### src/rtl/cpu_mem_pkg.sv
// Shared widths, port ids and request bundle for the CPU data-memory path.
package cpu_mem_pkg;

    localparam int ADDR_W = 4;
    localparam int DATA_W = 8;

    localparam logic PORT_CPU = 1'b0;
    localparam logic PORT_LDR = 1'b1;

    // One requester's access: direction, word address and write data.
    typedef struct packed {
        logic              we;
        logic [ADDR_W-1:0] addr;
        logic [DATA_W-1:0] wdata;
    } mem_req_t;

endpackage

### src/rtl/rr_arb2.sv
// Two-way round-robin picker; the "last granted" pointer is held by the caller.
module rr_arb2 (
    input  logic [1:0] req,
    input  logic       last,
    output logic [1:0] gnt
);

    // Port 0 wins a tie when port 1 was served last, otherwise port 1 wins.
    always_comb begin
        gnt = 2'b00;
        if (req[0] && (!req[1] || last)) begin
            gnt[0] = 1'b1;
        end else if (req[1]) begin
            gnt[1] = 1'b1;
        end
    end

endmodule

### src/rtl/data_ram_arbiter.sv
// Round-robin sequencer sharing the single Data_RAM port between the CPU
// load/store unit (port 0) and the loader (port 1). Grant in N, issue in N+1,
// read data returned with a one-cycle rvalid pulse in N+2.
module data_ram_arbiter
    import cpu_mem_pkg::*;
#(
    parameter int ADDR_W = cpu_mem_pkg::ADDR_W,
    parameter int DATA_W = cpu_mem_pkg::DATA_W
) (
    input  logic              clk,
    input  logic              reset,
    input  logic              req0,
    input  logic              we0,
    input  logic [ADDR_W-1:0] addr0,
    input  logic [DATA_W-1:0] wdata0,
    input  logic              req1,
    input  logic              we1,
    input  logic [ADDR_W-1:0] addr1,
    input  logic [DATA_W-1:0] wdata1,
    output logic              gnt0,
    output logic              gnt1,
    output logic [DATA_W-1:0] rdata0,
    output logic [DATA_W-1:0] rdata1,
    output logic              rvalid0,
    output logic              rvalid1,
    output logic              ram_write_enable,
    output logic [ADDR_W-1:0] ram_address,
    output logic [DATA_W-1:0] ram_data_in,
    input  logic [DATA_W-1:0] ram_data_out
);

    logic              last_q, last_d;
    logic              ram_we_q, ram_we_d;
    logic [ADDR_W-1:0] ram_addr_q, ram_addr_d;
    logic [DATA_W-1:0] ram_din_q, ram_din_d;
    logic              rd_vld_q, rd_vld_d;   // read tag travelling with the issue
    logic              rd_port_q, rd_port_d;
    logic              rvalid0_q, rvalid0_d;
    logic              rvalid1_q, rvalid1_d;
    logic [DATA_W-1:0] rdata0_q, rdata0_d;
    logic [DATA_W-1:0] rdata1_q, rdata1_d;

    logic [1:0] gnt_raw;
    logic       gnt_any;
    mem_req_t   req_sel;

    rr_arb2 u_arb (
        .req  ({req1, req0}),
        .last (last_q),
        .gnt  (gnt_raw)
    );

    // Grants are suppressed while reset is held so nothing is accepted then.
    assign gnt0    = gnt_raw[0] & ~reset;
    assign gnt1    = gnt_raw[1] & ~reset;
    assign gnt_any = gnt0 | gnt1;
    assign req_sel = gnt1 ? mem_req_t'{we1, addr1, wdata1}
                          : mem_req_t'{we0, addr0, wdata0};

    // Next-state: pointer, issue registers, read tag and per-port returns.
    always_comb begin
        last_d     = last_q;
        ram_we_d   = 1'b0;
        ram_addr_d = ram_addr_q;
        ram_din_d  = ram_din_q;
        rd_vld_d   = 1'b0;
        rd_port_d  = rd_port_q;
        if (gnt_any) begin
            last_d     = gnt1;
            ram_we_d   = req_sel.we;
            ram_addr_d = req_sel.addr;
            ram_din_d  = req_sel.wdata;
            rd_vld_d   = ~req_sel.we;
            rd_port_d  = gnt1;
        end
        // RAM read is combinational, so the issued read's data is on
        // ram_data_out during the issue cycle and is captured at its end.
        rvalid0_d = rd_vld_q & (rd_port_q == PORT_CPU);
        rvalid1_d = rd_vld_q & (rd_port_q == PORT_LDR);
        rdata0_d  = rvalid0_d ? ram_data_out : rdata0_q;
        rdata1_d  = rvalid1_d ? ram_data_out : rdata1_q;
    end

    // State registers; reset drops the in-flight tag so no stale rvalid fires.
    always_ff @(posedge clk or posedge reset) begin
        if (reset) begin
            last_q     <= 1'b1;
            ram_we_q   <= 1'b0;
            ram_addr_q <= '0;
            ram_din_q  <= '0;
            rd_vld_q   <= 1'b0;
            rd_port_q  <= 1'b0;
            rvalid0_q  <= 1'b0;
            rvalid1_q  <= 1'b0;
            rdata0_q   <= '0;
            rdata1_q   <= '0;
        end else begin
            last_q     <= last_d;
            ram_we_q   <= ram_we_d;
            ram_addr_q <= ram_addr_d;
            ram_din_q  <= ram_din_d;
            rd_vld_q   <= rd_vld_d;
            rd_port_q  <= rd_port_d;
            rvalid0_q  <= rvalid0_d;
            rvalid1_q  <= rvalid1_d;
            rdata0_q   <= rdata0_d;
            rdata1_q   <= rdata1_d;
        end
    end

    assign ram_write_enable = ram_we_q;
    assign ram_address      = ram_addr_q;
    assign ram_data_in      = ram_din_q;
    assign rvalid0          = rvalid0_q;
    assign rvalid1          = rvalid1_q;
    assign rdata0           = rdata0_q;
    assign rdata1           = rdata1_q;

endmodule

### config.mk
export PLATFORM = sky130hd
export DESIGN_NAME = data_ram_arbiter
export DESIGN_NICKNAME = d
export VERILOG_FILES = /design/src/rtl/cpu_mem_pkg.sv /design/src/rtl/rr_arb2.sv /design/src/rtl/data_ram_arbiter.sv
export SDC_FILE = /design/constraint.sdc
export NUM_CORES = 1
export LEC_CHECK = 0
export CAP_MARGIN = 40
export CORE_MARGIN = 10
export CORE_UTILIZATION = 43
export CTS_CLUSTER_DIAMETER = 120
export DETAILED_ROUTE_END_ITERATION = 8
export PLACE_DENSITY = 0.84
export SYNTH_ARGS = -nofsm -noshare
export SYNTH_HDL_FRONTEND = slang
export SYNTH_SLANG_ARGS = --single-unit
### constraint.sdc
create_clock -name clk -period 2.3 [get_ports clk]
set_input_delay 0.23 -clock clk [delete_from_list [all_inputs] [get_ports clk]]
set_output_delay 0.23 -clock clk [all_outputs]
set_load 0.03 [all_outputs]
# Word-level counts from Yosys, hierarchy flattened
# Cells that the tools add are included.
# Widths: inputs -> output; s select.
# totals
register_bits,34
wordCells,27
input_bits,38
# classes
n_bitwise,8
reduce_logical,3
muxes,6
# op_table
op,count
$mux 13,1
$mux 1,5
$and 1x1->1,4
$not 1->1,3
$logic_and 1x1->1,1
$logic_not 1->1,1
$logic_or 1x1->1,1
$or 1x1->1,1

# Logic depth before layout (Yosys ltp)
# logic_depth
word_depth,8
depth_mapped,5
mapped_depth_nobuf,3

# By module
# Synthesis repeated with hierarchy kept, for this count alone.
# hier_totals
hier_cells,102
hier_area_um2,1445.1
# by_module_without_submodules
mod,seq_area_each_um2,cells_each,area_each_um2,instances
data_ram_arbiter,852.1,99,1426.4,1
rr_arb2,0.0,3,18.8,1

# Worst setup path after synthesis
# Ideal clock, no wire load.
# synth_path
path_type,in2out
start,input port reset
end,output port gnt0
arrival_time_ns,1.446
path_stages,2
slack_ns,0.624
required_ns,2.070
cell_sequence,inv_1 and3_1
# synth_between
elab_chain_cells,2
# synth_lines
element,line_no,rtl
start: declaration,data_ram_arbiter.sv:11,"input logic reset,"
$not 1->1,data_ram_arbiter.sv:54,assign gnt0 = gnt_raw[0] & ~reset;
$and 1x1->1,data_ram_arbiter.sv:54,
end: declaration,data_ram_arbiter.sv:20,"output logic gnt0,"
# Every way passes these cells.

# Worst setup path in the final report
# layout_path
start,input port req0
end,output port gnt1
# layout_between
elab_chain_cells,3
# layout_lines
element,line_no,rtl
start: declaration,data_ram_arbiter.sv:12,"input logic req0,"
$logic_and 1x1->1,rr_arb2.sv:11,if (req[0] && (!req[1] || last)) begin
$mux 1,rr_arb2.sv:11,
$and 1x1->1,data_ram_arbiter.sv:55,assign gnt1 = gnt_raw[1] & ~reset;
end: declaration,data_ram_arbiter.sv:21,"output logic gnt1,"
# Every way passes these cells.

==> results <==
- The number of setup violations in the final report is 0.
- The ratio of routed vias to standard cells is 5.15.
- For the pin with the worst max-slew slack, the measured transition is 0.432 ns.
- The number of rows in the core area is 20.
- At the end of the flow, the number of nets in the layout was 237.
- The warning count from the yosys run is 0.
- The final weighted congestion of routability-driven global placement is 0.744.
- The dominant synthesized flop cell is sky130_fd_sc_hd__dfrtp_1.
- The clock passes through at most 2 buffers.
- Across all layers, the routed design uses 1256 vias.
- Data on the critical path arrives at its endpoint at 1.86 ns.
- 0 antenna diodes ended up in the layout.
- In this run, placement finished with an instance count of 236.
- The most critical setup path has its startpoint at req0.
- The library cell occupying the most area in the post-synthesis netlist is sky130_fd_sc_hd__dfrtp_1.
- Buffers inserted to repair hold after CTS numbered 0.
- Across the VDD grid, the largest voltage drop is 0.000383 V.
- The sort of element at the end of the critical path is an output port.
- The worst min-delay path category is input pin to asynchronous set/reset pin.
- Setup repair after global routing left no endpoint under its margin.
- The share of cells above drive strength 1 is 11.0%.
- The first-pass GRT wire length is 6680 um.
- The share of the synthesized area in the top cell type is 57.5%.
- Timing would allow up to 479 MHz.
- After detailed routing, the total wire length is 4030 um.
- The number of global-route vias before repair came to 1401.
- For the worst setup path, the data required time is 2.07 ns.
- The cell count after synthesis came out at 127.
- The element type at the critical path start is an input pin.
- Summing the sequential cell areas from Yosys gives 59.3% of the chip area.
- Counting instances in the post-synthesis netlist gives the leading cell types as sky130_fd_sc_hd__dfrtp_1, sky130_fd_sc_hd__nor2_1, sky130_fd_sc_hd__nand3_1.
- Clock latency on the worst-skew pair, taken at its later pin, is 0.33 ns.
- The die height is 77.8 um.
- The detail route stage leaves a number of antenna-violating nets equal to 0.
- The flow ran to the end, and the final reports show no timing, DRC or antenna violations.
- Global routing consumed, over all layers together, 13.6% of the routing resources.
- Summed over all failing endpoints, the final setup total negative slack is 0 ns.
- Clock tree synthesis selected as its root buffer the cell sky130_fd_sc_hd__clkbuf_4.
- The starting density of the core is 45.9%.
- The boundary pin count is 71.
- The clock tree from TritonCTS is done.
- The number of non-filler instances in the completed layout is 244.
- The post-route clock period utilization is 90.7%.
- Counting every net in the synthesized netlist gives 165.
- The average wire length per cell after detail routing is 16.5 um.
- sky130_fd_sc_hd__dfrtp_1 is the most common cell in the netlist.
- The area growth from synthesis to layout is 54.8%.
- The die covers 0.00605 mm2.
- The die width is 77.8 um.
- Along the worst path, the maximum fanout reaches 14.
- The total clock sinks is 34.
- For this run, design rule violations remaining after detail routing come to 0.
- Once detailed placement completed, the half-perimeter wirelength came to 3240 um.
- The final hold violation count is 0.
- The number of max-slew violations in the final report is 0.
- Entering global routing, the biggest net connects 36 pins.
- The normalized max-slew margin is 71.2%.
- In this run, the number of DRC markers left after iteration 0 of detailed routing was 47.
- After floorplanning, the core was sized to cover 0.00313 mm2.
- Synthesis inferred 34 register bits.
- The aggregate global routing overflow is 0.
- The clock slew seen by the registers of the worst setup and hold paths is 0.10 ns.
- By area the synthesized netlist is led by sky130_fd_sc_hd__dfrtp_1, sky130_fd_sc_hd__mux2_1, sky130_fd_sc_hd__mux2_2.
- The initial antenna violation count was 0.
- The number of maximum-capacitance constraint violations is 0.
- The count of different cell masters after synthesis is 21.
- After layout, the minimum clock period comes to 2.09 ns.
- The quantity of I/O buffers inserted on ports is 70.
- The cell area that synthesis handed to floorplanning was 0.00144 mm2.
- After clock tree synthesis, the repair step resized 0 gates.
- For this design the ratio of total power to cell area is 856 mW/mm2.
- The worst-case clock skew is 0.00637 ns.
- The H-tree level count is 2.
- The setup fix buffers added after clock tree synthesis is 0.
- The critical path class is input pin to output port.
- The first-pass iteration count of the detailed router is 4.
- The leakage component of the power is 0.927 nW.
- Each instance of the synthesized netlist takes up on average 11.3 um2.
- The critical register-to-register path startpoint is last_q.
- The number of enable flip-flop cells after synthesis is 0.
- The proportion of synthesized flip-flops having asynchronous set or reset is 100%.
- Counting the buffers created by CTS gives 5.
-- registers in the layout, summed over array words and instances, names as in the netlist --
signal and flops:
ram_write_enable 1, last_q 1, rdata0 8, ram_data_in 8
rvalid0 1, rd_vld_q 1, rdata1 8, rvalid1 1
ram_address 4, rd_port_q 1
-- layout by cell type (no fill, tap or decap) --
cell type	synthesis	layout
sky130_fd_sc_hd__and3_1	2	2
sky130_fd_sc_hd__clkdlybuf4s50_1	0	69
sky130_fd_sc_hd__mux2_2	8	8
sky130_fd_sc_hd__buf_4	1	4
sky130_fd_sc_hd__clkbuf_8	0	1
sky130_fd_sc_hd__a21o_1	1	1
sky130_fd_sc_hd__o21ai_0	12	12
sky130_fd_sc_hd__dfrtp_1	33	33
sky130_fd_sc_hd__clkbuf_4	0	5
sky130_fd_sc_hd__and2_2	1	1
sky130_fd_sc_hd__o21ba_1	1	1
sky130_fd_sc_hd__o21ai_1	2	2
sky130_fd_sc_hd__nand2_1	2	2
sky130_fd_sc_hd__nand3_1	13	13
sky130_fd_sc_hd__nand2b_1	3	3
sky130_fd_sc_hd__clkinv_2	0	1
sky130_fd_sc_hd__dfstp_2	1	1
sky130_fd_sc_hd__a31oi_1	12	12
sky130_fd_sc_hd__clkbuf_1	0	1
sky130_fd_sc_hd__inv_1	3	3
sky130_fd_sc_hd__a21oi_1	1	1
sky130_fd_sc_hd__nor2_1	15	15
sky130_fd_sc_hd__and2b_2	1	1
sky130_fd_sc_hd__mux2_1	8	8
-- per-layer routing --
layer / vias to the layer above / global-route usage [%] / wire length, um
met1: 595 / 14.7 / 1660
met5: - / 0 / 0
met3: 7 / 8.06 / 512
met4: 0 / 6.02 / 57
li1: 590 / - / -
met2: 64 / 21.1 / 1790
-- worst max-delay path: stages --
cell and delay, ns:
sky130_fd_sc_hd__clkdlybuf4s50_1 0.47, sky130_fd_sc_hd__and2_2 0.30, sky130_fd_sc_hd__nor2_1 0.15, sky130_fd_sc_hd__clkdlybuf4s50_1 0.70
-- kinds of logic after synthesis --
kind of cell	synth area share (%)
flip-flops	59.3
AO/OA/AOI/OAI	11.7
buffers and inverters	4.18
AND/OR/NAND/NOR	12.3
multiplexers	12.5
-- power by group --
part / switching (mW) / internal (mW)
Combinational: 0.423 / 0.353
Sequential: 0.0674 / 0.726
Clock: 0.186 / 0.148
-- final cells by class --
type	instances	area, um2
Fill cell	246	905
Sequential cell	34	852
Timing Repair Buffer	73	721
Clock inverter	1	5.00
Clock buffer	7	55.1
Multi-Input combinational cell	82	524
Inverter	3	11.3
Tap cell	44	55.1
-- path summary, 6_finish.rpt --
path                             endpoint  slack, ns  cells after the start
max                                  gnt1       0.21                      4
min                             rdata0[2]       0.37                      3
max reg2reg                      rd_vld_q       1.04                      3
min reg2reg                     rdata0[1]       0.50                      1
max in group asynchronous          last_q       1.59                      3
min in group clk           ram_data_in[4]       0.47                      3
-- per-stage QoR --
| step | utilization (%) | power, mW | setup slack [ns] | hold slack, ns | cell area [um2] |
|---|---|---|---|---|---|
| 6_report | 71.1 | 1.90 | 0.214 | 0.374 | 2220 |
| 5_1_grt | 71.1 | 2.00 | 0.114 | 0.427 | 2220 |
| 4_1_cts | 71.1 | 1.92 | 0.204 | 0.379 | 2220 |
| 3_5_place_dp | 69.2 | 1.59 | 0.218 | 0.482 | 2160 |
| 3_3_place_gp | 69.2 | 1.56 | 0.265 | 0.475 | 2160 |
| 2_1_floorplan | - | 1.21 | 0.624 | 0.362 | 1440 |
No activity file was read; power rests on OpenSTA's default activity.
